## src/rtl/instruction_fetch.sv

```systemverilog
// Instruction fetch stage: drives the instruction memory request and fills the IF/ID register.
// It handles decode stalls with a one-entry hold buffer and squashes fetches that were in flight when a branch was taken.
module instruction_fetch #(
  parameter logic [31:0] RESET_PC = 32'h0000_0000,
  parameter logic [31:0] NOP      = 32'h0000_0013
) (
  input  logic        clock,
  input  logic        reset,
  input  logic        pc_load,
  input  logic        if_id_load,
  input  logic        branch_taken,
  input  logic [31:0] branch_target,
  output logic        imem_req,
  output logic [31:0] imem_addr,
  input  logic        imem_ack,
  input  logic [31:0] imem_rdata,
  output logic [31:0] instruction,
  output logic [31:0] pc,
  output logic        valid,
  output logic [1:0]  state
);

  localparam logic [1:0] REQ     = 2'b00;
  localparam logic [1:0] HOLD    = 2'b01;
  localparam logic [1:0] DISCARD = 2'b10;

  // Handshake: a word is transferred in any cycle where imem_req and imem_ack are both high.
  // imem_addr stays stable from the cycle a request is raised until that transfer happens.

  logic [31:0] pc_reg;
  logic [31:0] pc_next_seq;
  logic [31:0] hold_data;
  logic [31:0] hold_pc;
  logic [31:0] discard_addr;
  logic        advance;

  assign advance     = pc_load & if_id_load;
  assign pc_next_seq = pc_reg + 32'd4;

  // A squashed request stays on its original address until the memory answers it.
  assign imem_req  = ~reset & (state != HOLD);
  assign imem_addr = (state == DISCARD) ? discard_addr : pc_reg;

  always_ff @(posedge clock or posedge reset) begin
    if (reset) begin
      state        <= REQ;
      pc_reg       <= RESET_PC;
      instruction  <= NOP;
      pc           <= 32'h0000_0000;
      valid        <= 1'b0;
      hold_data    <= 32'h0000_0000;
      hold_pc      <= 32'h0000_0000;
      discard_addr <= 32'h0000_0000;
    end else if (branch_taken) begin
      pc_reg      <= {branch_target[31:2], 2'b00};
      instruction <= NOP;
      valid       <= 1'b0;
      hold_data   <= 32'h0000_0000;
      hold_pc     <= 32'h0000_0000;
      case (state)
        REQ: begin
          if (imem_ack) begin
            state <= REQ;
          end else begin
            state        <= DISCARD;
            discard_addr <= pc_reg;
          end
        end
        HOLD:    state <= REQ;
        DISCARD: state <= imem_ack ? REQ : DISCARD;
        default: state <= REQ;
      endcase
    end else begin
      case (state)
        REQ: begin
          if (imem_ack) begin
            if (advance) begin
              instruction <= imem_rdata;
              pc          <= pc_reg;
              valid       <= 1'b1;
              pc_reg      <= pc_next_seq;
            end else begin
              hold_data <= imem_rdata;
              hold_pc   <= pc_reg;
              state     <= HOLD;
            end
          end else if (if_id_load) begin
            instruction <= NOP;
            valid       <= 1'b0;
          end
        end
        HOLD: begin
          if (advance) begin
            instruction <= hold_data;
            pc          <= hold_pc;
            valid       <= 1'b1;
            pc_reg      <= pc_next_seq;
            state       <= REQ;
          end
        end
        DISCARD: begin
          instruction <= NOP;
          valid       <= 1'b0;
          if (imem_ack) state <= REQ;
        end
        default: state <= REQ;
      endcase
    end
  end

endmodule

```

## config.mk

```make
export PLATFORM = sky130hd
export DESIGN_NAME = instruction_fetch
export DESIGN_NICKNAME = d
export VERILOG_FILES = /design/src/rtl/instruction_fetch.sv
export SDC_FILE = /design/constraint.sdc
export NUM_CORES = 1
export LEC_CHECK = 0
export BUFFER_PORTS_ARGS = -buffer_cell sky130_fd_sc_hd__buf_2
export CAP_MARGIN = 20
export CORE_MARGIN = 2
export CORE_UTILIZATION = 60
export DETAILED_ROUTE_END_ITERATION = 6
export MAX_ROUTING_LAYER = met4
export PLACE_DENSITY = 0.86
export SLEW_MARGIN = 25
export SYNTH_ARGS = -nofsm -noshare
export SYNTH_HDL_FRONTEND = slang
export SYNTH_SLANG_ARGS = --single-unit
```

## constraint.sdc

```tcl
create_clock -name clock -period 11.2 [get_ports clock]
set_input_delay 0.56 -clock clock [delete_from_list [all_inputs] [get_ports clock]]
set_output_delay 0.56 -clock clock [all_outputs]
set_load 0.01 [all_outputs]
```

==> results of run 1 <==
[where the power goes]
| group | switching (W) | total [W] | internal, W |
|---|---|---|---|
| clock | 0.000273 | 0.000674 | 0.000401 |
| combinational | 0.000285 | 0.000514 | 0.000230 |
| sequential | 0.0000950 | 0.000922 | 0.000827 |
| total | 0.000652 | 0.00211 | 0.00146 |
[placed cells by master, fill, tap and decap left out, types with 10 or more instances in the layout]
cell,Yosys,routed
a21oi_1,34,34
a22o_1,62,62
a22oi_1,29,29
a31oi_1,18,17
buf_2,2,165
clkbuf_16,0,17
dfrtp_1,186,186
mux2_1,10,10
mux2_2,51,51
mux2i_1,32,32
nand2_1,34,34
nand3_1,16,16
nand4_1,13,13
nor2_1,63,63
o21ai_0,25,25
o2bb2ai_1,19,19
o31ai_1,14,14
or4_1,18,17
[per-layer routing]
layer  vias up  global-route usage
met5         -                   -
met4         0              0.0927
met3        34              0.0609
met2       303               0.464
met1      3419               0.401
li1       3113                   -
[final cells by class]
type | instances | area, um2 | area share
multi-input combinational | 501 | 3630 | 0.357
inverter | 10 | 42.5 | 0.00418
clock inverter | 15 | 231 | 0.0227
clock buffer | 17 | 425 | 0.0418
timing repair buffer | 173 | 886 | 0.0871
tap | 180 | 225 | 0.0221
sequential | 189 | 4730 | 0.465
[through the flow]
step,utilization,std cells
floorplan,-,772
global placement,0.680,1053
detailed placement,0.680,1053
CTS,0.727,1085
global route,0.727,1085
finish,0.727,1085
[cell families (layout without fill, tap and decap cells)]
kind of cell | after synthesis | count (layout)
AOI/OAI and AO/OA | 216 | 216
and+or+nand+nor | 179 | 179
adders and majority gates | 4 | 4
muxes | 93 | 93
xor gates and xnor gates | 7 | 7
other | 1 | 2
buffers and inverters | 82 | 215
DFF | 189 | 189
[how the worst max path moves through the flow]
stage | startpoint | end | slack (ps) | cells after the start
after floorplan | reset | discard_addr[10] | 5500 | 1
after global placement | branch_taken | instruction[22] | 7640 | 6
after detailed placement | branch_taken | instruction[13] | 7620 | 6
after CTS | state[0] | pc_reg[26] | 7920 | 6
after global routing | state[0] | pc_reg[26] | 7800 | 6
final | state[0] | pc_reg[26] | 7950 | 6
==> flow_metrics.env, run 1 <==
export IMPL_status="complete, no violations"
export IMPL_syn_inst=771
export IMPL_yosys_top_cells_count="186 x dfrtp_1, 63 x nor2_1, 62 x a22o_1, 57 x clkbuf_1, 51 x mux2_2"
export IMPL_synth_edf_count=0
export IMPL_cts_tree="done"
export IMPL_r2r_start="state[0]"
export IMPL_synth_area_um2=8660
export IMPL_synth_simple_area_share=0.104
export IMPL_synthMuxAreaShare=0.116
export IMPL_clk_latency_ps=430
export IMPL_drive_gt1_frac=0.299
export IMPL_peakVddDrop_mv=0.105
export IMPL_grt_first_pass_wirelength_um=34400
export IMPL_worst_r2r_cell_count=6
export IMPL_wl_um=21500
export IMPL_cellLeakagePower_nw=4.59
export IMPL_clkSlewWorstSetupHoldPaths_ps=70
export IMPL_grt_usage=0.299
export IMPL_n_fill_cell=1014
export IMPL_worst_pin_slew_ps=940
export IMPL_via_per_inst=6.33
export IMPL_largest_reg_flops=61
export IMPL_drc=0
export IMPL_final_hold_violation_count=0
export IMPL_power_density_nw_per_um2=207
export IMPL_drv_slew=0
export IMPL_synth_xor_area_share=0.00708
export IMPL_r2r_slack_ps=7950
export IMPL_setup_violations_final=0
export IMPL_grt_start_max_net_pins=84
export IMPL_n_antenna_cell=0
export IMPL_detail_route_antenna_nets=0
export IMPL_clock_sinks=189
export IMPL_routabilityCongestion=0.795
export IMPL_post_route_cell_area_um2=10200
export IMPL_routed_top_layer="met4"
export IMPL_synth_distinct_cells=51
export IMPL_die_area_um2=15400
export IMPL_cts_resized=0
export IMPL_area_growth_pct=17.5
export IMPL_cp_required_ps=11540
export IMPL_finalCritPeriodShare=0.290
export IMPL_setup_ws_ps=7950
export IMPL_cp_start_kind="flip-flop"
export IMPL_ys_seq_area_frac=0.547
export IMPL_synth_async_reset_ratio=1.00
export IMPL_wl_met3_um=1690
export IMPL_min_path_type="input port to async pin"
export IMPL_rows=43
export IMPL_wl_met2_um=10400
export IMPL_timing_hold_ws_ps=269
export IMPL_antenna_found_initial=0
export IMPL_crit_type="flip-flop to flip-flop"
export IMPL_vias=6869
export IMPL_yosysWarningCount=0
export IMPL_max_freq_mhz=307
export IMPL_first_global_vias=6636
export IMPL_cp_slowest_cell="or4_2"
export IMPL_synth_top_area_share=0.537
export IMPL_slew_headroom=0.373
export IMPL_synth_top_area_cell="dfrtp_1"
export IMPL_drt_initial_drc_count=634
export IMPL_drt_met1_wl_um=8970
export IMPL_die_x_um=124
export IMPL_worstPathCellList="inv_1 > ha_1 > mux2i_1 > or4_2 > or4_1 > a31oi_1"
export IMPL_synth_compound_area_frac=0.181
export IMPL_io_buffers=165
export IMPL_path_buf_inv=1
export IMPL_cts_setup_buffers=0
export IMPL_initial_core_util=0.619
export IMPL_die_h_um=124
export IMPL_coreArea_um2=14000
export IMPL_grt_overflow_total=0
export IMPL_synth_top_family_by_area="compound AO/OA/AOI/OAI gates"
export IMPL_io_pins=170
export IMPL_fin_nets=966
export IMPL_worstSetupEndpointType="flip-flop"
export IMPL_clockBufferDepth=2
export IMPL_fin_skew_ps=8.13
export IMPL_cts_hold_buffers=0
export IMPL_synth_main_ff_cell="dfrtp_1"
export IMPL_wl_per_cell_um=19.8
export IMPL_finalSetupTns_ps=0
export IMPL_dr_pass1_iters=5
export IMPL_yosys_area_share_adder=0.00578
export IMPL_placed_cell_area_um2=9520
export IMPL_maxCapViolations=0
export IMPL_ys_seq_elements=189
export IMPL_yosysMostFrequentCell="dfrtp_1"
export IMPL_total_power_w=0.00211
export IMPL_cts_root_buffer="clkbuf_16"
export IMPL_place_ws_ps=7620
export IMPL_cts_max_level=4
export IMPL_grt_setup_unrepaired="false"
export IMPL_cts_inserted_buffers=17
export IMPL_fin_crit_ps=3250
export IMPL_avgSynthCellArea_um2=11.2
export IMPL_synthTopCellsByArea="dfrtp_1 54%, mux2_2 6.6%, a22o_1 6.3%"
export IMPL_worstPathMaxFanout=36
export IMPL_hpwlAfterDp_um=13300
export IMPL_slowest_delay_ps=1050
export IMPL_arrival_ps=3590
export IMPL_crit_family="simple AND/OR/NAND/NOR gates"
export IMPL_r2r_end="pc_reg[26]"
Power figures use the tool's default switching activity.
==> run 2, diff against run 1 <==
Settings changed: CORE_UTILIZATION 60 to 55, PLACE_DENSITY 0.86 to 0.8.
Clock period 11.2 ns to 3.3 ns, I/O delays scaled along.
==> run 2 against run 1 <==
  * Design area increased by 6.3%
  * Sequential cell count unchanged
  * Largest power group unchanged
  * Non-clock buffer count increased by 64
  * Via count increased by 1.9%
  * Sequential share of layout area decreased by 2.8 points
  * Cell count increased by 8.8%
==> flow_metrics.env, run 2 (synthesis gave the netlist of run 1 again) <==
export IMPL_fin_nets=1030
export IMPL_cts_inserted_buffers=17
export IMPL_status="complete, no violations"
export IMPL_grt_first_pass_wirelength_um=35300
export IMPL_area_growth_pct=24.9
export IMPL_whs_path_depth=3
export IMPL_seq_area_um2=4730
export IMPL_crit_type="flip-flop to flip-flop"
export IMPL_drive_gt1_frac=0.284
export IMPL_pwr_share_seq=0.447
export IMPL_vias=7000
export IMPL_slowest_delay_ps=1020
export IMPL_cts_root_buffer="clkbuf_16"
export IMPL_wl_met3_um=1340
export IMPL_routabilityCongestion=0.813
export IMPL_peakVddDrop_mv=0.403
export IMPL_drc=0
export IMPL_die_area_um2=16800
export IMPL_cts_max_level=4
export IMPL_routed_top_layer="met4"
export IMPL_cts_resized=0
export IMPL_drt_met1_wl_um=9610
export IMPL_finalSetupTns_ps=0
export IMPL_cellLeakagePower_nw=4.84
export IMPL_maxCapViolations=0
export IMPL_first_global_vias=6941
export IMPL_cp_slowest_cell="or4_1"
export IMPL_worst_path_most_repeated_cell="or4_1"
export IMPL_wl_met2_um=10600
export IMPL_clock_sinks=189
export IMPL_cts_tree="done"
export IMPL_clk_latency_ps=430
export IMPL_wl_per_cell_um=18.5
export IMPL_grt_start_max_net_pins=190
export IMPL_r2r_start="state[0]"
export IMPL_crit_family="simple AND/OR/NAND/NOR gates"
export IMPL_min_path_type="input port to flip-flop"
export IMPL_hold_path_end="pc_reg[25]"
export IMPL_power_switching_w=0.00221
export IMPL_min_from="branch_target[25]"
export IMPL_slew_headroom=0.317
export IMPL_antenna_found_initial=1
export IMPL_via_per_inst=5.93
export IMPL_setup_violations_final=0
export IMPL_arrival_ps=3260
export IMPL_io_buffers=165
export IMPL_rows=45
export IMPL_hpwlAfterDp_um=12800
export IMPL_grt_overflow_total=0
export IMPL_internal_power_w=0.00477
export IMPL_initial_core_util=0.566
export IMPL_clkSlewWorstSetupHoldPaths_ps=70
export IMPL_dr_pass1_iters=5
export IMPL_die_h_um=129
export IMPL_swShare=0.317
export IMPL_max_freq_mhz=344
export IMPL_final_cell_mix="186 x dfrtp_1, 165 x buf_2, 63 x nor2_1"
export IMPL_worst_pin_slew_ps=1020
export IMPL_place_ws_ps=424
export IMPL_wl_um=21900
export IMPL_worst_r2r_cell_count=6
export IMPL_n_fill_cell=1124
export IMPL_grt_setup_unrepaired="false"
export IMPL_cp_required_ps=3650
export IMPL_clockBufferDepth=2
export IMPL_power_density_nw_per_um2=646
export IMPL_grt_usage=0.278
export IMPL_final_common_cell="dfrtp_1"
export IMPL_final_hold_violation_count=0
export IMPL_fin_crit_ps=2910
export IMPL_coreArea_um2=15300
export IMPL_drv_slew=0
export IMPL_combPwrFrac=0.262
export IMPL_r2r_slack_ps=390
export IMPL_clockPowerShare=0.292
export IMPL_detail_route_antenna_nets=0
export IMPL_worstPathCellList="inv_1 > ha_1 > mux2i_1 > or4_1 > or4_1 > a31oi_1"
export IMPL_setup_ws_ps=391
export IMPL_worstSetupEndpointType="flip-flop"
export IMPL_path_buf_inv=1
export IMPL_fin_skew_ps=10.3
export IMPL_finalCritPeriodShare=0.882
export IMPL_io_pins=170
export IMPL_drt_initial_drc_count=505
export IMPL_largest_reg_flops=61
export IMPL_die_x_um=129
export IMPL_multi_input_area_um2=3630
export IMPL_cp_start_kind="flip-flop"
export IMPL_r2r_end="pc_reg[25]"
export IMPL_worstPathMaxFanout=36
run 2: cell count changes in the layout (fill, tap and decap cells not counted), moves of 2 or more:
cell / previous run / this run
bufinv_16: 5 / 1
buf_4: 8 / 11
clkbuf_8: 0 / 4
dlygate4sd3_1: 0 / 58
buf_12: 0 / 2
inv_6: 5 / 3
clkinvlp_4: 1 / 3
run 2: how the worst max path moves through the flow:
| stage | start | to | slack (ps) | cells past startpoint |
|---|---|---|---|---|
| after CTS | state[0] | pc_reg[29] | 400 | 6 |
| after detailed placement | state[0] | pc_reg[27] | 420 | 6 |
| final | state[0] | pc_reg[25] | 390 | 6 |
| after global placement | state[0] | pc_reg[17] | 520 | 6 |
| after floorplan | reset | discard_addr[10] | 700 | 1 |
| after global routing | state[0] | pc_reg[29] | 200 | 6 |
run 2: power groups by stage:
stage	clock, W	combinational, W	sequential [W]
floorplan	0	0.00106	0.00318
global placement	0	0.00172	0.00313
detailed placement	0	0.00176	0.00315
CTS	0.00206	0.00182	0.00312
global route	0.00215	0.00201	0.00319
finish	0.00204	0.00183	0.00312
run 2: routing by layer:
| metal | vias to the layer above | GRT usage |
|---|---|---|
| met5 | - | - |
| met4 | 0 | 0.0841 |
| met3 | 34 | 0.0603 |
| met2 | 232 | 0.442 |
| met1 | 3510 | 0.363 |
| li1 | 3224 | - |
run 2: metrics by stage:
stage           util  cells  power (W)  hold slack (ps)  instance area (um2)
2_1_floorplan      -    772    0.00424              285                 8670
3_3_place_gp   0.628   1089    0.00485              375                 9610
3_5_place_dp   0.628   1089    0.00491              378                 9620
6_report       0.706   1181    0.00699             8.13                10800
5_1_grt        0.706   1181    0.00735             14.1                10800
4_1_cts        0.704   1178    0.00700            0.218                10800
run 2: cell type report:
| cell class | instances | area share |
|---|---|---|
| well taps | 211 | 0.0244 |
| inverters | 10 | 0.00382 |
| repair buffers | 237 | 0.144 |
| clock buffers | 21 | 0.0444 |
| diodes | 1 | 0.000231 |
| clock inverters | 11 | 0.00995 |
| flip-flops and latches | 189 | 0.438 |
| multi-input cells | 501 | 0.336 |
run 2: repair_timing:
action / CTS / global route
setup buffers: 0 / 0
hold endpoints to repair: 57 / 89
hold buffers: 57 / 1
run 2: worst reg2reg max path: cells and delay by family (launching register included):
kind / cells / cell delay, ps
AO/OA/AOI/OAI: 1 / 170
adder cells (fa/ha/maj): 1 / 230
buffers and inverters: 1 / 90
flip-flops: 1 / 420
multiplexers: 1 / 230
AND/OR/NAND/NOR: 2 / 1700
==> run 3, diff against run 2 <==
Settings changed: CORE_ASPECT_RATIO set to 1.5, CORE_MARGIN 2 to not set, GPL_ROUTABILITY_DRIVEN set to 0.
==> run 3 against run 2 <==
  * Combinational power about the same
  * Power down 1.5%
  * Clock power down 5%
  * Cell count down 1.3%
  * Sequential power about the same
  * Critical path depth up 1
  * Sequential share of layout area up 0.43 points
  * Global-route usage up 0.96 points
  * Critical path type unchanged
  * Largest cell class unchanged
==> flow_metrics.env, run 3 (synthesis gave the netlist of run 1 again) <==
export IMPL_io_buffers=165
export IMPL_drt_initial_drc_count=368
export IMPL_n_fill_cell=1130
export IMPL_final_cell_mix="186 x dfrtp_1, 165 x buf_2, 63 x nor2_1"
export IMPL_worstPathMaxFanout=36
export IMPL_cts_resized=0
export IMPL_finalNonFillerCells=1166
export IMPL_n_antenna_cell=0
export IMPL_detail_route_antenna_nets=0
export IMPL_dr_pass1_iters=5
export IMPL_final_common_cell="dfrtp_1"
export IMPL_maxCapViolations=0
export IMPL_endpoint="pc_reg[30]"
export IMPL_final_hold_violation_count=0
export IMPL_clockBufferDepth=2
export IMPL_finalCritPeriodShare=0.849
export IMPL_slew_headroom=0.378
export IMPL_post_route_cell_area_um2=10700
export IMPL_drv_slew=0
export IMPL_grt_start_max_net_pins=114
export IMPL_worst_pin_slew_ps=929
export IMPL_rows=55
export IMPL_die_x_um=104
export IMPL_cts_hold_buffers=55
export IMPL_via_per_inst=5.98
export IMPL_status="complete, no violations"
export IMPL_cts_max_level=4
export IMPL_antenna_found_initial=0
export IMPL_drc=0
export IMPL_fin_nets=1028
export IMPL_fin_skew_ps=11.5
export IMPL_grt_first_pass_wirelength_um=35900
export IMPL_arrival_ps=3140
export IMPL_grt_usage=0.288
export IMPL_worstSetupStartpoint="state[0]"
export IMPL_cellLeakagePower_nw=4.78
export IMPL_initial_core_util=0.569
export IMPL_placed_cell_area_um2=9600
export IMPL_fin_crit_ps=2800
export IMPL_cts_setup_buffers=0
export IMPL_vias=6969
export IMPL_wl_um=21900
export IMPL_worst_r2r_cell_count=7
export IMPL_max_freq_mhz=357
export IMPL_r2r_end="pc_reg[30]"
export IMPL_crit_type="flip-flop to flip-flop"
export IMPL_r2r_start="state[0]"
export IMPL_grt_setup_unrepaired="false"
export IMPL_peakVddDrop_mv=0.361
export IMPL_power_density_nw_per_um2=643
export IMPL_finalSetupTns_ps=0
export IMPL_cts_inserted_buffers=17
export IMPL_io_pins=170
export IMPL_die_area_um2=16300
export IMPL_die_h_um=156
export IMPL_cp_required_ps=3640
export IMPL_wl_per_cell_um=18.8
export IMPL_dp_cells=1079
export IMPL_clock_sinks=189
export IMPL_cp_start_kind="flip-flop"
export IMPL_clkSlewWorstSetupHoldPaths_ps=70
export IMPL_first_global_vias=7072
export IMPL_coreArea_um2=15200
export IMPL_setup_violations_final=0
export IMPL_cts_tree="done"
export IMPL_clk_latency_ps=430
export IMPL_r2r_slack_ps=500
export IMPL_drive_gt1_frac=0.283
export IMPL_grt_overflow_total=0
export IMPL_largest_reg_flops=61
export IMPL_area_growth_pct=23.6
export IMPL_cts_root_buffer="clkbuf_16"
export IMPL_min_path_type="input port to flip-flop"
export IMPL_hpwlAfterDp_um=13700
export IMPL_worstSetupEndpointType="flip-flop"
[run 3: cell types whose count changed in the layout (fill, tap and decap cells not counted), moves of 3 or more]
cell           before  now
buf_4              11   14
clkbuf_8            4    1
clkinvlp_4          3    7
dlygate4sd3_1      58   55
inv_6               3    0
inv_8               0    4
[run 3: per-stage QoR]
step	hold WS [ps]	worst slack [ps]	utilization	total power, W
global placement	373	608	0.631	0.00485
detailed placement	382	566	0.631	0.00492
CTS	1.03	546	0.704	0.00691
global route	5.36	373	0.704	0.00724
floorplan	285	703	-	0.00424
finish	12.9	500	0.704	0.00688
[run 3: area by class of cell]
class / instances / area [um2] / area share
Multi-Input combinational cell: 501 / 3630 / 0.339
Timing Repair Buffer: 235 / 1500 / 0.140
Inverter: 10 / 41.3 / 0.00386
Sequential cell: 189 / 4730 / 0.442
Tap cell: 199 / 249 / 0.0233
Clock inverter: 12 / 108 / 0.0100
Clock buffer: 20 / 447 / 0.0417
[run 3: routing by layer]
| layer | track usage | wire length, um |
|---|---|---|
| met1 | 0.344 | 8840 |
| met2 | 0.501 | 11400 |
| met3 | 0.0422 | 1220 |
| met4 | 0.0918 | 400 |
| met5 | - | 0 |
[run 3: critical path: stages (launching register included)]
cell	delay, ps
dfrtp_1	420
inv_1	100
ha_1	400
mux2i_1	260
or4_1	560
buf_4	250
or4_1	530
a31oi_1	190
[run 3: worst min-delay path by stage]
stage / startpoint / end / slack, ps / cells past startpoint
2_1_floorplan: branch_target[12] / pc_reg[12] / 280 / 2
3_3_place_gp: branch_target[3] / pc_reg[3] / 370 / 3
3_5_place_dp: branch_target[3] / pc_reg[3] / 380 / 3
4_1_cts: branch_target[28] / pc_reg[28] / 1 / 3
5_1_grt: branch_target[9] / pc_reg[9] / 5 / 3
6_report: branch_target[15] / pc_reg[15] / 10 / 3
[run 3: report_power, final]
part	switching (W)	internal (W)
sequential	0.000311	0.00281
clock	0.000936	0.00101
combinational	0.000992	0.000831
total	0.00224	0.00464
